## src/rtl/csr_file_if.sv

```systemverilog
// CSR bundle: every architectural register value published by csr_file.
// Producer uses modport o (alias master); consumers use modport i (alias slave).
interface csr_reg;
  logic [31:0] crmd, prmd, euen, ecfg, estat, era, badv, eentry;
  logic [31:0] tlbidx, tlbehi, tlbelo0, tlbelo1, asid, pgdl, pgdh, pgd;
  logic [31:0] cpuid, save0, save1, save2, save3, tid, tcfg, tval;
  logic [31:0] llbctl, tlbrentry, ctag, dmw0, dmw1;

  modport o (
    output crmd, prmd, euen, ecfg, estat, era, badv, eentry,
           tlbidx, tlbehi, tlbelo0, tlbelo1, asid, pgdl, pgdh, pgd,
           cpuid, save0, save1, save2, save3, tid, tcfg, tval,
           llbctl, tlbrentry, ctag, dmw0, dmw1
  );
  modport i (
    input crmd, prmd, euen, ecfg, estat, era, badv, eentry,
          tlbidx, tlbehi, tlbelo0, tlbelo1, asid, pgdl, pgdh, pgd,
          cpuid, save0, save1, save2, save3, tid, tcfg, tval,
          llbctl, tlbrentry, ctag, dmw0, dmw1
  );
  modport master (
    output crmd, prmd, euen, ecfg, estat, era, badv, eentry,
           tlbidx, tlbehi, tlbelo0, tlbelo1, asid, pgdl, pgdh, pgd,
           cpuid, save0, save1, save2, save3, tid, tcfg, tval,
           llbctl, tlbrentry, ctag, dmw0, dmw1
  );
  modport slave (
    input crmd, prmd, euen, ecfg, estat, era, badv, eentry,
          tlbidx, tlbehi, tlbelo0, tlbelo1, asid, pgdl, pgdh, pgd,
          cpuid, save0, save1, save2, save3, tid, tcfg, tval,
          llbctl, tlbrentry, ctag, dmw0, dmw1
  );
endinterface

```

## src/rtl/csr_file.sv

```systemverilog
// LoongArch CSR file: masked read/write port, exception/ertn side effects, interrupt sampling.
// Optional stable timer (TID/TCFG/TVAL/TICLR) is built only when CSR_TIMER_EN is defined.
module csr_file #(
  parameter int unsigned CPU_ID = 0
) (
  input  logic        clk,
  input  logic        rst_n,
  input  logic [13:0] rd_addr,
  output logic [31:0] rd_data,
  input  logic        we,
  input  logic [13:0] wr_addr,
  input  logic [31:0] wr_data,
  input  logic [31:0] wr_mask,
  input  logic        excp_valid,
  input  logic [5:0]  ecode,
  input  logic [8:0]  esubcode,
  input  logic [31:0] excp_pc,
  input  logic        badv_valid,
  input  logic [31:0] badv_value,
  input  logic        ertn_valid,
  input  logic [7:0]  hw_int,
  input  logic        ipi,
  csr_reg.o           csr,
  output logic        int_pending
);
  localparam int unsigned AW = 14;
  localparam int unsigned DW = 32;

  localparam logic [AW-1:0] A_CRMD = 14'h0,   A_PRMD = 14'h1,   A_EUEN = 14'h2,   A_ECFG = 14'h4;
  localparam logic [AW-1:0] A_ESTAT = 14'h5,  A_ERA = 14'h6,    A_BADV = 14'h7,   A_EENTRY = 14'hC;
  localparam logic [AW-1:0] A_TLBIDX = 14'h10, A_TLBEHI = 14'h11, A_TLBELO0 = 14'h12, A_TLBELO1 = 14'h13;
  localparam logic [AW-1:0] A_ASID = 14'h18,  A_PGDL = 14'h19,  A_PGDH = 14'h1A,  A_PGD = 14'h1B;
  localparam logic [AW-1:0] A_CPUID = 14'h20, A_SAVE0 = 14'h30;
  localparam logic [AW-1:0] A_TID = 14'h40,   A_TCFG = 14'h41,  A_TVAL = 14'h42,  A_TICLR = 14'h44;
  localparam logic [AW-1:0] A_LLBCTL = 14'h60, A_TLBRENTRY = 14'h88, A_CTAG = 14'h98;
  localparam logic [AW-1:0] A_DMW0 = 14'h180, A_DMW1 = 14'h181;

  localparam logic [DW-1:0] W_ALL    = '1;
  localparam logic [DW-1:0] W_CRMD   = 32'h0000_01FF;
  localparam logic [DW-1:0] W_ESTAT  = 32'h0000_0003;
  localparam logic [DW-1:0] W_EENTRY = 32'hFFFF_FFC0;
  localparam logic [5:0]    ECODE_TLBR = 6'h3F;

  logic [DW-1:0] crmd_q, crmd_d, prmd_q, prmd_d, euen_q, euen_d, ecfg_q, ecfg_d;
  logic [DW-1:0] estat_q, estat_d, era_q, era_d, badv_q, badv_d, eentry_q, eentry_d;
  logic [DW-1:0] tlbidx_q, tlbidx_d, tlbehi_q, tlbehi_d, tlbelo0_q, tlbelo0_d, tlbelo1_q, tlbelo1_d;
  logic [DW-1:0] asid_q, asid_d, pgdl_q, pgdl_d, pgdh_q, pgdh_d;
  logic [DW-1:0] llbctl_q, llbctl_d, tlbrentry_q, tlbrentry_d, ctag_q, ctag_d;
  logic [DW-1:0] dmw0_q, dmw0_d, dmw1_q, dmw1_d;
  logic [DW-1:0] save_q [4];
  logic [DW-1:0] save_d [4];
  logic [DW-1:0] pgd_c, cpuid_c, tid_c, tcfg_c, tval_c;
  logic          is11_c;

  // Masked merge: only bits selected by mask change, and only when sel is set.
  function automatic logic [DW-1:0] merge(input logic [DW-1:0] old, input logic [DW-1:0] data,
                                          input logic [DW-1:0] mask, input logic sel);
    logic [DW-1:0] m;
    m = sel ? mask : '0;
    return (old & ~m) | (data & m);
  endfunction

`ifdef CSR_TIMER_EN
  logic [DW-1:0] tid_q, tid_d, tcfg_q, tcfg_d, tval_q, tval_d;
  logic          tcfg_wr_c, timer_fire_c, ticlr_clr_c;

  always_comb begin
    tcfg_wr_c    = we && (wr_addr == A_TCFG);
    ticlr_clr_c  = we && (wr_addr == A_TICLR) && wr_mask[0] && wr_data[0];
    timer_fire_c = 1'b0;
    tid_d  = merge(tid_q, wr_data, wr_mask, we && (wr_addr == A_TID));
    tcfg_d = merge(tcfg_q, wr_data, wr_mask, tcfg_wr_c);
    tval_d = tval_q;
    if (tcfg_wr_c) begin
      tval_d = {tcfg_d[31:2], 2'b00};
    end else if (tcfg_q[0] && (tval_q != '0)) begin
      tval_d       = tval_q - 32'd1;
      timer_fire_c = (tval_q == 32'd1);
    end else if (tcfg_q[0] && tcfg_q[1]) begin
      tval_d = {tcfg_q[31:2], 2'b00};
    end
    // A timer expiry outranks a same-cycle TICLR clear.
    is11_c = timer_fire_c | (estat_q[11] & ~ticlr_clr_c);
  end

  always_ff @(posedge clk or negedge rst_n) begin
    if (!rst_n) begin
      tid_q  <= '0;
      tcfg_q <= '0;
      tval_q <= '0;
    end else begin
      tid_q  <= tid_d;
      tcfg_q <= tcfg_d;
      tval_q <= tval_d;
    end
  end

  assign tid_c  = tid_q;
  assign tcfg_c = tcfg_q;
  assign tval_c = tval_q;
`else
  assign tid_c  = '0;
  assign tcfg_c = '0;
  assign tval_c = '0;
  assign is11_c = 1'b0;
`endif

  assign pgd_c   = badv_q[31] ? pgdh_q : pgdl_q;
  assign cpuid_c = DW'(CPU_ID);

  // Next state: software write first, then ertn, then exception override the fields they own.
  always_comb begin
    crmd_d      = merge(crmd_q,      wr_data, wr_mask & W_CRMD,   we && (wr_addr == A_CRMD));
    prmd_d      = merge(prmd_q,      wr_data, wr_mask,            we && (wr_addr == A_PRMD));
    euen_d      = merge(euen_q,      wr_data, wr_mask,            we && (wr_addr == A_EUEN));
    ecfg_d      = merge(ecfg_q,      wr_data, wr_mask,            we && (wr_addr == A_ECFG));
    estat_d     = merge(estat_q,     wr_data, wr_mask & W_ESTAT,  we && (wr_addr == A_ESTAT));
    era_d       = merge(era_q,       wr_data, wr_mask,            we && (wr_addr == A_ERA));
    badv_d      = merge(badv_q,      wr_data, wr_mask,            we && (wr_addr == A_BADV));
    eentry_d    = merge(eentry_q,    wr_data, wr_mask & W_EENTRY, we && (wr_addr == A_EENTRY));
    tlbidx_d    = merge(tlbidx_q,    wr_data, wr_mask & W_ALL,    we && (wr_addr == A_TLBIDX));
    tlbehi_d    = merge(tlbehi_q,    wr_data, wr_mask,            we && (wr_addr == A_TLBEHI));
    tlbelo0_d   = merge(tlbelo0_q,   wr_data, wr_mask,            we && (wr_addr == A_TLBELO0));
    tlbelo1_d   = merge(tlbelo1_q,   wr_data, wr_mask,            we && (wr_addr == A_TLBELO1));
    asid_d      = merge(asid_q,      wr_data, wr_mask,            we && (wr_addr == A_ASID));
    pgdl_d      = merge(pgdl_q,      wr_data, wr_mask,            we && (wr_addr == A_PGDL));
    pgdh_d      = merge(pgdh_q,      wr_data, wr_mask,            we && (wr_addr == A_PGDH));
    llbctl_d    = merge(llbctl_q,    wr_data, wr_mask,            we && (wr_addr == A_LLBCTL));
    tlbrentry_d = merge(tlbrentry_q, wr_data, wr_mask,            we && (wr_addr == A_TLBRENTRY));
    ctag_d      = merge(ctag_q,      wr_data, wr_mask,            we && (wr_addr == A_CTAG));
    dmw0_d      = merge(dmw0_q,      wr_data, wr_mask,            we && (wr_addr == A_DMW0));
    dmw1_d      = merge(dmw1_q,      wr_data, wr_mask,            we && (wr_addr == A_DMW1));
    for (int i = 0; i < 4; i++) begin
      save_d[i] = merge(save_q[i], wr_data, wr_mask, we && (wr_addr == (A_SAVE0 + AW'(i))));
    end

    estat_d[9:2] = hw_int;
    estat_d[10]  = 1'b0;
    estat_d[11]  = is11_c;
    estat_d[12]  = ipi;

    if (excp_valid) begin
      prmd_d[1:0]    = crmd_q[1:0];
      prmd_d[2]      = crmd_q[2];
      crmd_d[2:0]    = 3'b000;
      era_d          = excp_pc;
      estat_d[21:16] = ecode;
      estat_d[30:22] = esubcode;
      if (badv_valid) badv_d = badv_value;
      if (ecode == ECODE_TLBR) begin
        crmd_d[3] = 1'b1;
        crmd_d[4] = 1'b0;
      end
    end else if (ertn_valid) begin
      crmd_d[1:0] = prmd_q[1:0];
      crmd_d[2]   = prmd_q[2];
      if (estat_q[21:16] == ECODE_TLBR) begin
        crmd_d[3] = 1'b0;
        crmd_d[4] = 1'b1;
      end
    end
  end

  always_ff @(posedge clk or negedge rst_n) begin
    if (!rst_n) begin
      crmd_q <= 32'h0000_0008;
      prmd_q <= '0;  euen_q <= '0;  ecfg_q <= '0;  estat_q <= '0;
      era_q <= '0;   badv_q <= '0;  eentry_q <= '0;
      tlbidx_q <= '0;  tlbehi_q <= '0;  tlbelo0_q <= '0;  tlbelo1_q <= '0;
      asid_q <= '0;  pgdl_q <= '0;  pgdh_q <= '0;
      llbctl_q <= '0;  tlbrentry_q <= '0;  ctag_q <= '0;  dmw0_q <= '0;  dmw1_q <= '0;
      for (int i = 0; i < 4; i++) save_q[i] <= '0;
    end else begin
      crmd_q <= crmd_d;
      prmd_q <= prmd_d;  euen_q <= euen_d;  ecfg_q <= ecfg_d;  estat_q <= estat_d;
      era_q <= era_d;    badv_q <= badv_d;  eentry_q <= eentry_d;
      tlbidx_q <= tlbidx_d;  tlbehi_q <= tlbehi_d;  tlbelo0_q <= tlbelo0_d;  tlbelo1_q <= tlbelo1_d;
      asid_q <= asid_d;  pgdl_q <= pgdl_d;  pgdh_q <= pgdh_d;
      llbctl_q <= llbctl_d;  tlbrentry_q <= tlbrentry_d;  ctag_q <= ctag_d;
      dmw0_q <= dmw0_d;  dmw1_q <= dmw1_d;
      for (int i = 0; i < 4; i++) save_q[i] <= save_d[i];
    end
  end

  always_comb begin
    rd_data = '0;
    case (rd_addr)
      A_CRMD:      rd_data = crmd_q;
      A_PRMD:      rd_data = prmd_q;
      A_EUEN:      rd_data = euen_q;
      A_ECFG:      rd_data = ecfg_q;
      A_ESTAT:     rd_data = estat_q;
      A_ERA:       rd_data = era_q;
      A_BADV:      rd_data = badv_q;
      A_EENTRY:    rd_data = eentry_q;
      A_TLBIDX:    rd_data = tlbidx_q;
      A_TLBEHI:    rd_data = tlbehi_q;
      A_TLBELO0:   rd_data = tlbelo0_q;
      A_TLBELO1:   rd_data = tlbelo1_q;
      A_ASID:      rd_data = asid_q;
      A_PGDL:      rd_data = pgdl_q;
      A_PGDH:      rd_data = pgdh_q;
      A_PGD:       rd_data = pgd_c;
      A_CPUID:     rd_data = cpuid_c;
      14'h30:      rd_data = save_q[0];
      14'h31:      rd_data = save_q[1];
      14'h32:      rd_data = save_q[2];
      14'h33:      rd_data = save_q[3];
      A_TID:       rd_data = tid_c;
      A_TCFG:      rd_data = tcfg_c;
      A_TVAL:      rd_data = tval_c;
      A_TICLR:     rd_data = '0;
      A_LLBCTL:    rd_data = llbctl_q;
      A_TLBRENTRY: rd_data = tlbrentry_q;
      A_CTAG:      rd_data = ctag_q;
      A_DMW0:      rd_data = dmw0_q;
      A_DMW1:      rd_data = dmw1_q;
      default:     rd_data = '0;
    endcase
  end

  assign int_pending = crmd_q[2] & (|(estat_q[12:0] & ecfg_q[12:0]));

  assign csr.crmd = crmd_q;     assign csr.prmd = prmd_q;       assign csr.euen = euen_q;
  assign csr.ecfg = ecfg_q;     assign csr.estat = estat_q;     assign csr.era = era_q;
  assign csr.badv = badv_q;     assign csr.eentry = eentry_q;   assign csr.tlbidx = tlbidx_q;
  assign csr.tlbehi = tlbehi_q; assign csr.tlbelo0 = tlbelo0_q; assign csr.tlbelo1 = tlbelo1_q;
  assign csr.asid = asid_q;     assign csr.pgdl = pgdl_q;       assign csr.pgdh = pgdh_q;
  assign csr.pgd = pgd_c;       assign csr.cpuid = cpuid_c;     assign csr.save0 = save_q[0];
  assign csr.save1 = save_q[1]; assign csr.save2 = save_q[2];   assign csr.save3 = save_q[3];
  assign csr.tid = tid_c;       assign csr.tcfg = tcfg_c;       assign csr.tval = tval_c;
  assign csr.llbctl = llbctl_q; assign csr.tlbrentry = tlbrentry_q;
  assign csr.ctag = ctag_q;     assign csr.dmw0 = dmw0_q;       assign csr.dmw1 = dmw1_q;
endmodule

```

## src/flat_wrapper.sv

```systemverilog
// flat-port wrapper written by rule: the top's interface ports become plain ports
module csr_file_flat 
#(
  parameter int unsigned CPU_ID = 0
)
  (clk, rst_n, rd_addr, rd_data, we, wr_addr, wr_data, wr_mask, excp_valid, ecode, esubcode, excp_pc, badv_valid, badv_value, ertn_valid, hw_int, ipi, int_pending, csr_crmd, csr_prmd, csr_euen, csr_ecfg, csr_estat, csr_era, csr_badv, csr_eentry, csr_tlbidx, csr_tlbehi, csr_tlbelo0, csr_tlbelo1, csr_asid, csr_pgdl, csr_pgdh, csr_pgd, csr_cpuid, csr_save0, csr_save1, csr_save2, csr_save3, csr_tid, csr_tcfg, csr_tval, csr_llbctl, csr_tlbrentry, csr_ctag, csr_dmw0, csr_dmw1);
  csr_reg csr_i ();
  input  logic clk;
  input  logic rst_n;
  input  logic [13:0] rd_addr;
  output logic [31:0] rd_data;
  input  logic we;
  input  logic [13:0] wr_addr;
  input  logic [31:0] wr_data;
  input  logic [31:0] wr_mask;
  input  logic excp_valid;
  input  logic [5:0] ecode;
  input  logic [8:0] esubcode;
  input  logic [31:0] excp_pc;
  input  logic badv_valid;
  input  logic [31:0] badv_value;
  input  logic ertn_valid;
  input  logic [7:0] hw_int;
  input  logic ipi;
  output logic int_pending;
  output wire logic [$bits(csr_i.crmd)-1:0] csr_crmd;
  output wire logic [$bits(csr_i.prmd)-1:0] csr_prmd;
  output wire logic [$bits(csr_i.euen)-1:0] csr_euen;
  output wire logic [$bits(csr_i.ecfg)-1:0] csr_ecfg;
  output wire logic [$bits(csr_i.estat)-1:0] csr_estat;
  output wire logic [$bits(csr_i.era)-1:0] csr_era;
  output wire logic [$bits(csr_i.badv)-1:0] csr_badv;
  output wire logic [$bits(csr_i.eentry)-1:0] csr_eentry;
  output wire logic [$bits(csr_i.tlbidx)-1:0] csr_tlbidx;
  output wire logic [$bits(csr_i.tlbehi)-1:0] csr_tlbehi;
  output wire logic [$bits(csr_i.tlbelo0)-1:0] csr_tlbelo0;
  output wire logic [$bits(csr_i.tlbelo1)-1:0] csr_tlbelo1;
  output wire logic [$bits(csr_i.asid)-1:0] csr_asid;
  output wire logic [$bits(csr_i.pgdl)-1:0] csr_pgdl;
  output wire logic [$bits(csr_i.pgdh)-1:0] csr_pgdh;
  output wire logic [$bits(csr_i.pgd)-1:0] csr_pgd;
  output wire logic [$bits(csr_i.cpuid)-1:0] csr_cpuid;
  output wire logic [$bits(csr_i.save0)-1:0] csr_save0;
  output wire logic [$bits(csr_i.save1)-1:0] csr_save1;
  output wire logic [$bits(csr_i.save2)-1:0] csr_save2;
  output wire logic [$bits(csr_i.save3)-1:0] csr_save3;
  output wire logic [$bits(csr_i.tid)-1:0] csr_tid;
  output wire logic [$bits(csr_i.tcfg)-1:0] csr_tcfg;
  output wire logic [$bits(csr_i.tval)-1:0] csr_tval;
  output wire logic [$bits(csr_i.llbctl)-1:0] csr_llbctl;
  output wire logic [$bits(csr_i.tlbrentry)-1:0] csr_tlbrentry;
  output wire logic [$bits(csr_i.ctag)-1:0] csr_ctag;
  output wire logic [$bits(csr_i.dmw0)-1:0] csr_dmw0;
  output wire logic [$bits(csr_i.dmw1)-1:0] csr_dmw1;
  assign csr_crmd = csr_i.crmd;
  assign csr_prmd = csr_i.prmd;
  assign csr_euen = csr_i.euen;
  assign csr_ecfg = csr_i.ecfg;
  assign csr_estat = csr_i.estat;
  assign csr_era = csr_i.era;
  assign csr_badv = csr_i.badv;
  assign csr_eentry = csr_i.eentry;
  assign csr_tlbidx = csr_i.tlbidx;
  assign csr_tlbehi = csr_i.tlbehi;
  assign csr_tlbelo0 = csr_i.tlbelo0;
  assign csr_tlbelo1 = csr_i.tlbelo1;
  assign csr_asid = csr_i.asid;
  assign csr_pgdl = csr_i.pgdl;
  assign csr_pgdh = csr_i.pgdh;
  assign csr_pgd = csr_i.pgd;
  assign csr_cpuid = csr_i.cpuid;
  assign csr_save0 = csr_i.save0;
  assign csr_save1 = csr_i.save1;
  assign csr_save2 = csr_i.save2;
  assign csr_save3 = csr_i.save3;
  assign csr_tid = csr_i.tid;
  assign csr_tcfg = csr_i.tcfg;
  assign csr_tval = csr_i.tval;
  assign csr_llbctl = csr_i.llbctl;
  assign csr_tlbrentry = csr_i.tlbrentry;
  assign csr_ctag = csr_i.ctag;
  assign csr_dmw0 = csr_i.dmw0;
  assign csr_dmw1 = csr_i.dmw1;
  csr_file #(.CPU_ID(CPU_ID)) u_core (.clk(clk), .rst_n(rst_n), .rd_addr(rd_addr), .rd_data(rd_data), .we(we), .wr_addr(wr_addr), .wr_data(wr_data), .wr_mask(wr_mask), .excp_valid(excp_valid), .ecode(ecode), .esubcode(esubcode), .excp_pc(excp_pc), .badv_valid(badv_valid), .badv_value(badv_value), .ertn_valid(ertn_valid), .hw_int(hw_int), .ipi(ipi), .csr(csr_i), .int_pending(int_pending));
endmodule
```

## config.mk

```make
export PLATFORM = sky130hd
export DESIGN_NAME = csr_file_flat
export DESIGN_NICKNAME = d
export VERILOG_FILES = /design/src/rtl/csr_file_if.sv /design/src/rtl/csr_file.sv /design/src/flat_wrapper.sv
export SDC_FILE = /design/constraint.sdc
export NUM_CORES = 1
export LEC_CHECK = 0
export ABC_AREA = 1
export BUFFER_PORTS_ARGS = -buffer_cell sky130_fd_sc_hd__clkbuf_2
export CAP_MARGIN = 20
export CORE_AREA = 2 2 444 446
export DETAILED_ROUTE_END_ITERATION = 10
export DIE_AREA = 0 0 446 448
export PLACE_DENSITY = 0.47
export SYNTH_ARGS = -nofsm -noshare
export SYNTH_HDL_FRONTEND = slang
export SYNTH_SLANG_ARGS = --single-unit
```

## constraint.sdc

```tcl
create_clock -name clk -period 4.35 [get_ports clk]
set_input_delay 0.87 -clock clk [delete_from_list [all_inputs] [get_ports clk]]
set_output_delay 0.87 -clock clk [all_outputs]
set_load 0.01 [all_outputs]
```

==> impl_metrics.csv, run 1 <==
group,metric,value,unit
run_status,status,"finished, final reports clean",
route,vias,45105,
worst_setup_path,slowest_delay,0.40,ns
sta,hold_slack,0.160,ns
die,initial_utilization,0.208,
route,firstDrtPassIters,9,
global_routing,gr-usage-met2,0.423,
die,ios,1147,
power,pwr-share-seq,0.418,
worst_setup_path,path_cells,"clkbuf_2, inv_1, nor2_1, nand2_1, buf_4, nor2_4, buf_4, nand3_1, nand2_1, nor2_1, nand2_1, nor2_1, nand2_1, clkbuf_2",
place,gp_congestion,0.960,
final_layout,drive_above_1_share,0.236,
die,core_area,195000,µm²
global_routing,antenna_found_initial,39,
sta,rsz0062_at_grt,"false",
global_routing,grt_usage,0.281,
route,drcViolationCount,0,
clock_tree,post_cts_resized,0,
power,intPower,12100,µW
synthesis,ys.flop_type,"dfrtp_1",
clock_tree,cts.sinks,733,
job,cap_violations,0,
synthesis,syn_inst,5259,
die,die_h,448,µm
sta,final.period_utilization,0.962,
clock_tree,cts.clk_slew.worst_paths,0.05,ns
power,vdd_drop_max,0.278,mV
worst_setup_path,cp-start-kind,"input pin",
hold_path,hold_path.class,"input pin to asynchronous set/reset pin",
sta,setup_tns,0,ns
synthesis,synth.avg_cell_area,7.71,µm²
die,fp.dieW,446,µm
place,preCtsSetupSlack,0.259,ns
worst_setup_path,cpLargestDelayFamily,"simple AND/OR/NAND/NOR gates",
worst_setup_path,end_kind,"output pin",
clock_tree,clk_latency,0.73,ns
die,num_rows,162,
sta,setup_slack,0.167,ns
global_routing,grt-busiest-layer,"met2",
worst_setup_path,cp_num_buf_inv,5,
sta,period_needed,4.18,ns
worst_setup_path,cp_slowest_cell,"nand2_1",
synthesis,syn_area,40500,µm²
synthesis,synth-edff-count,0,
synthesis,synth_seq_area_share,0.452,
global_routing,grt_max_degree,108,
place,portBuffers,983,
worst_setup_path,cp_data_required_time,3.48,ns
clock_tree,clockBufferDepth,3,
clock_tree,cts_setup_buffers,0,
route,avgViaCountPerCell,5.18,
synthesis,ys_warn_count,0,
route,drt_iter0_markers,6133,
synthesis,synth_async_sr_flop_share,1.00,
global_routing,grt.met3_usage,0.0666,
sta,worstMarginPinSlew,1.01,ns
power,p_comb_frac,0.087,
sta,clock_skew,0.0103,ns
global_routing,use_met1,0.360,
power,p_per_area,329,nW/µm²
final_layout,syn2layout_area_growth,27.8,%
synthesis,ys_types,35,
power,power_switching,4950,µW
worst_setup_path,cpMostUsedCell,"nand2_1",
route,drt_wl_total,292000,µm
power,p_clk_frac,0.495,
sta,setup_viol,0,
clock_tree,cts_tree,"yes",
worst_setup_path,cp_max_fo,8,
sta,fmax,239,MHz
route,antenna_left,0,
route,routedWlPerCell,33.5,µm
global_routing,grt_pass1_wl,382000,µm
global_routing,first_global_vias,40954,
place,post-dp-hpwl,222000,µm
sta,hold_violations,0,
clock_tree,cts-root-buf,"clkbuf_16",
clock_tree,cts_max_level,3,
clock_tree,cts_buffers,94,
global_routing,gr-total-overflow,0,
final_layout,fillers,21288,
synthesis,synth.ff_latch_count,733,
final_layout,final_nets,6258,
die,die_area,200000,µm²
worst_setup_path,worstSetupPathType,"input pin to output pin",
sta,finalMaxSlewViolations,0,
clock_tree,cts_hold_buffers,0,
worst_setup_path,critical_path_arrival,3.31,ns
power,switching_share,0.291,
power,leakage,0.0260,µW
sta,relSlewSlack,0.324,
==> final timing paths <==
| path | startpoint | slack (ns) | to | cells past startpoint |
|---|---|---|---|---|
| min in group clk | hw_int[1] | 0.23 | u_core.csr.estat[3] | 1 |
| hold reg to reg | flop | 0.52 | flop | 2 |
| setup reg to reg | u_core.csr.badv[31] | 2.78 | u_core.csr.badv[31] | 6 |
| hold / removal | rst_n | 0.16 | u_core.csr.estat[8] | 1 |
| max in group asynchronous | rst_n | 2.96 | asynchronous set/reset pin | 2 |
| setup / recovery | rd_addr[4] | 0.17 | rd_data[1] | 14 |
==> power by group through the flow <==
stage          logic, µW  clock network, µW  registers (µW)
2_1_floorplan        652                  0            7150
3_3_place_gp        1430                  0            7250
3_5_place_dp        1440                  0            7250
4_1_cts             1440               8550            7130
5_1_grt             1570               8790            7120
6_report            1480               8440            7130
==> metrics by stage <==
stage	utilization	total power [µW]	std cells	cell area [µm²]
2_1_floorplan	-	7800	5421	41100
3_3_place_gp	0.249	8680	8517	48500
3_5_place_dp	0.249	8690	8517	48500
4_1_cts	0.266	17100	8692	51700
5_1_grt	0.266	17500	8699	51800
6_report	0.266	17000	8706	51800
==> final cells by class <==
class | count | area (µm²) | share of cell area
Timing Repair Buffer | 1175 | 7030 | 0.136
Tap cell | 2542 | 3180 | 0.0614
Multi-Input combinational cell | 3773 | 18800 | 0.364
Clock inverter | 45 | 548 | 0.0106
Clock buffer | 130 | 2700 | 0.0521
Antenna cell | 13 | 32.5 | 0.000628
Sequential cell | 733 | 18300 | 0.354
Inverter | 295 | 1110 | 0.0214
==> synth_stat cells, types with 3 or more instances <==
cell | instances | area (µm²)
nand3_2 | 6 | 60.1
nor3_1 | 6 | 30.0
o21ai_1 | 164 | 821
nand4_1 | 135 | 845
buf_1 | 19 | 71.3
buf_4 | 169 | 1270
nand2_1 | 952 | 3570
inv_1 | 280 | 1050
mux2_2 | 19 | 214
mux2_1 | 45 | 507
o31ai_1 | 303 | 2270
clkbuf_1 | 286 | 1070
o211ai_1 | 3 | 22.5
buf_2 | 144 | 721
nor2_1 | 426 | 1600
nand2_2 | 4 | 25.0
nand3_1 | 996 | 4980
nor2_4 | 9 | 101
a21oi_1 | 72 | 360
inv_2 | 15 | 56.3
dfrtp_1 | 732 | 18300
o21ai_0 | 433 | 2170
nor2_2 | 16 | 100
o31ai_2 | 10 | 125
==> metal layers <==
metal	wire, µm	vias up
li1	-	19291
met1	117000	22299
met2	126000	2893
met3	27200	614
met4	21500	8
met5	55	-
==> cell usage in the layout (no fill, tap or decap), types with 94 or more instances in the layout <==
cell type / instances
buf_4: 143
clkbuf_16: 94
clkbuf_2: 979
conb_1: 163
dfrtp_1: 731
inv_1: 277
nand2_1: 948
nand3_1: 988
nand4_1: 135
nor2_1: 409
o21ai_0: 433
o21ai_1: 164
o31ai_1: 303
==> kinds of logic after synthesis <==
logic type	Yosys count	synth area share
compound gates	989	0.143
buf+inv	915	0.105
flops	733	0.452
mux	64	0.0178
other cells	1	0.0000925
simple gates	2557	0.281
No activity file was read; power rests on OpenSTA's default activity.
==> run 2: changes to the inputs <==
--- a/config.mk
+++ b/config.mk
@@ -8,10 +8,10 @@
 export ABC_AREA = 1
 export BUFFER_PORTS_ARGS = -buffer_cell sky130_fd_sc_hd__clkbuf_2
 export CAP_MARGIN = 20
-export CORE_AREA = 2 2 444 446
+export CORE_AREA = 2 2 448 450
 export DETAILED_ROUTE_END_ITERATION = 10
-export DIE_AREA = 0 0 446 448
-export PLACE_DENSITY = 0.47
+export DIE_AREA = 0 0 450 452
+export PLACE_DENSITY = 0.46
 export SYNTH_ARGS = -nofsm -noshare
 export SYNTH_HDL_FRONTEND = slang
 export SYNTH_SLANG_ARGS = --single-unit
==> impl_metrics.csv, run 2 (synthesized netlist as in run 1, its figures left out) <==
group,metric,value,unit
run_status,status,"finished, final reports clean",
die,core_area,199000,µm²
global_routing,grt_pass1_wl,402000,µm
final_layout,fillers,21860,
worst_setup_path,worstSetupPathType,"input pin to output pin",
sta,hold_violations,0,
final_layout,drive_above_1_share,0.238,
worst_setup_path,cp_num_buf_inv,4,
final_layout,layout_commonest_cell,"nand3_1",
die,die_h,452,µm
die,ios,1147,
route,drt_iter0_markers,6313,
clock_tree,clk_latency,0.75,ns
global_routing,grt_max_degree,90,
power,leakage,0.0262,µW
power,vdd_drop_max,0.311,mV
worst_setup_path,critical_path_arrival,3.33,ns
worst_setup_path,cp_max_fo,41,
global_routing,gr-total-overflow,0,
route,routed.top_layer,"met5",
sta,relSlewSlack,0.283,
sta,worstMarginPinSlew,1.06,ns
worst_setup_path,cp-start-kind,"input pin",
sta,hold_slack,0.0859,ns
route,drt_wl_total,306000,µm
die,fp.dieW,450,µm
sta,clock_skew,0.0232,ns
sta,period_needed,4.20,ns
sta,finalMaxSlewViolations,0,
sta,final.period_utilization,0.967,
power,p_per_area,340,nW/µm²
clock_tree,clockBufferDepth,3,
clock_tree,cts_buffers,99,
place,portBuffers,983,
die,num_rows,164,
clock_tree,cts_max_level,3,
worst_setup_path,cp_data_required_time,3.48,ns
worst_setup_path,cpLargestDelayFamily,"simple AND/OR/NAND/NOR gates",
sta,setup_tns,0,ns
power,total_power,17800,µW
die,die_area,203000,µm²
place,gp_congestion,0.971,
clock_tree,cts.sinks,733,
final_layout,syn2layout_area_growth,29.1,%
route,routedWlPerCell,34.6,µm
clock_tree,cts-root-buf,"clkbuf_16",
route,wl_met2,135000,µm
clock_tree,post_cts_resized,0,
final_layout,final_cell_mix,"nand3_1 (988), clkbuf_2 (980), nand2_1 (948), dfrtp_1 (731), o21ai_0 (433)",
final_layout,final_nets,6274,
global_routing,first_global_vias,42146,
place,post-dp-hpwl,230000,µm
route,firstDrtPassIters,8,
global_routing,antenna_found_initial,40,
route,avgViaCountPerCell,5.23,
route,vias,46272,
die,initial_utilization,0.204,
route,drcViolationCount,0,
worst_setup_path,path_cells,"clkbuf_2, nor2_1, nand2_1, nor2_4, buf_12, buf_12, nand3_1, nand2_1, nor2_1, nand2_1, nor2_1, nand2_1, clkbuf_2",
worst_setup_path,cp_slowest_cell,"nor2_4",
worst_setup_path,end_kind,"output pin",
hold_path,hold_path.class,"input pin to asynchronous set/reset pin",
sta,rsz0062_at_grt,"false",
job,cap_violations,0,
sta,fmax,238,MHz
route,met3_length,25900,µm
clock_tree,cts_tree,"yes",
route,antenna_left,0,
sta,setup_viol,0,
worst_setup_path,cpMostUsedCell,"nand2_1",
route,wl_met1,124000,µm
worst_setup_path,slowest_delay,0.34,ns
global_routing,grt_usage,0.290,
clock_tree,cts.clk_slew.worst_paths,0.07,ns
-- run 2: changes by cell type in the layout (fill, tap and decap cells not counted), sizes merged --
cell      change
clkinv       -23
clkbuf       +23
clkinvlp      -1
bufinv        +3
diode         +8
buf          +10
inv           +4
-- run 2: cell type report --
| class | count | area [µm²] | share of cell area |
|---|---|---|---|
| flip-flops and latches | 733 | 18300 | 0.350 |
| inverters | 295 | 1110 | 0.0212 |
| clock buffers | 152 | 3050 | 0.0582 |
| diodes | 21 | 52.6 | 0.00100 |
| clock inverters | 28 | 484 | 0.00925 |
| well taps | 2656 | 3320 | 0.0635 |
| repair buffers | 1186 | 7130 | 0.136 |
| multi-input cells | 3773 | 18900 | 0.360 |
-- run 2: path summary, 6_finish.rpt --
kind                                       from                         end  slack, ns  cells past startpoint
min in group clk                      hw_int[4]         u_core.csr.estat[6]       0.21                      1
min                                       rst_n         u_core.csr.estat[6]       0.09                      1
max reg2reg                u_core.csr.estat[16]          u_core.csr.crmd[3]       2.82                      5
min reg2reg                                flop                        flop       0.52                      2
max in group asynchronous                 rst_n  asynchronous set/reset pin       2.95                      3
max                                 rd_addr[13]                 rd_data[30]       0.15                     13
-- run 2: per-stage QoR --
stage	cells	instance area, µm²	util	worst slack (ns)
2_1_floorplan	5421	41100	-	1.39
3_3_place_gp	8636	48700	0.245	0.254
3_5_place_dp	8636	48700	0.245	0.254
4_1_cts	8823	52300	0.263	0.251
5_1_grt	8833	52300	0.263	0.0420
6_report	8844	52400	0.264	0.145
-- run 2: routing by layer --
layer,track usage,vias up
li1,-,19374
met1,0.376,23265
met2,0.442,3020
met3,0.0563,611
met4,0.183,2
met5,0,-
-- run 2: what timing repair did --
action                                  4_1_cts  5_1_grt
endpoints found under the setup margin        1        0
hold endpoints to repair                      0        0
hold buffers                                  0        0
setup buffers                                 7        0
-- run 2: power by group --
part | internal, µW | leakage [µW] | switching (µW)
Sequential | 6910 | 0.00942 | 205
Combinational | 311 | 0.0151 | 1250
Clock | 5510 | 0.00173 | 3620
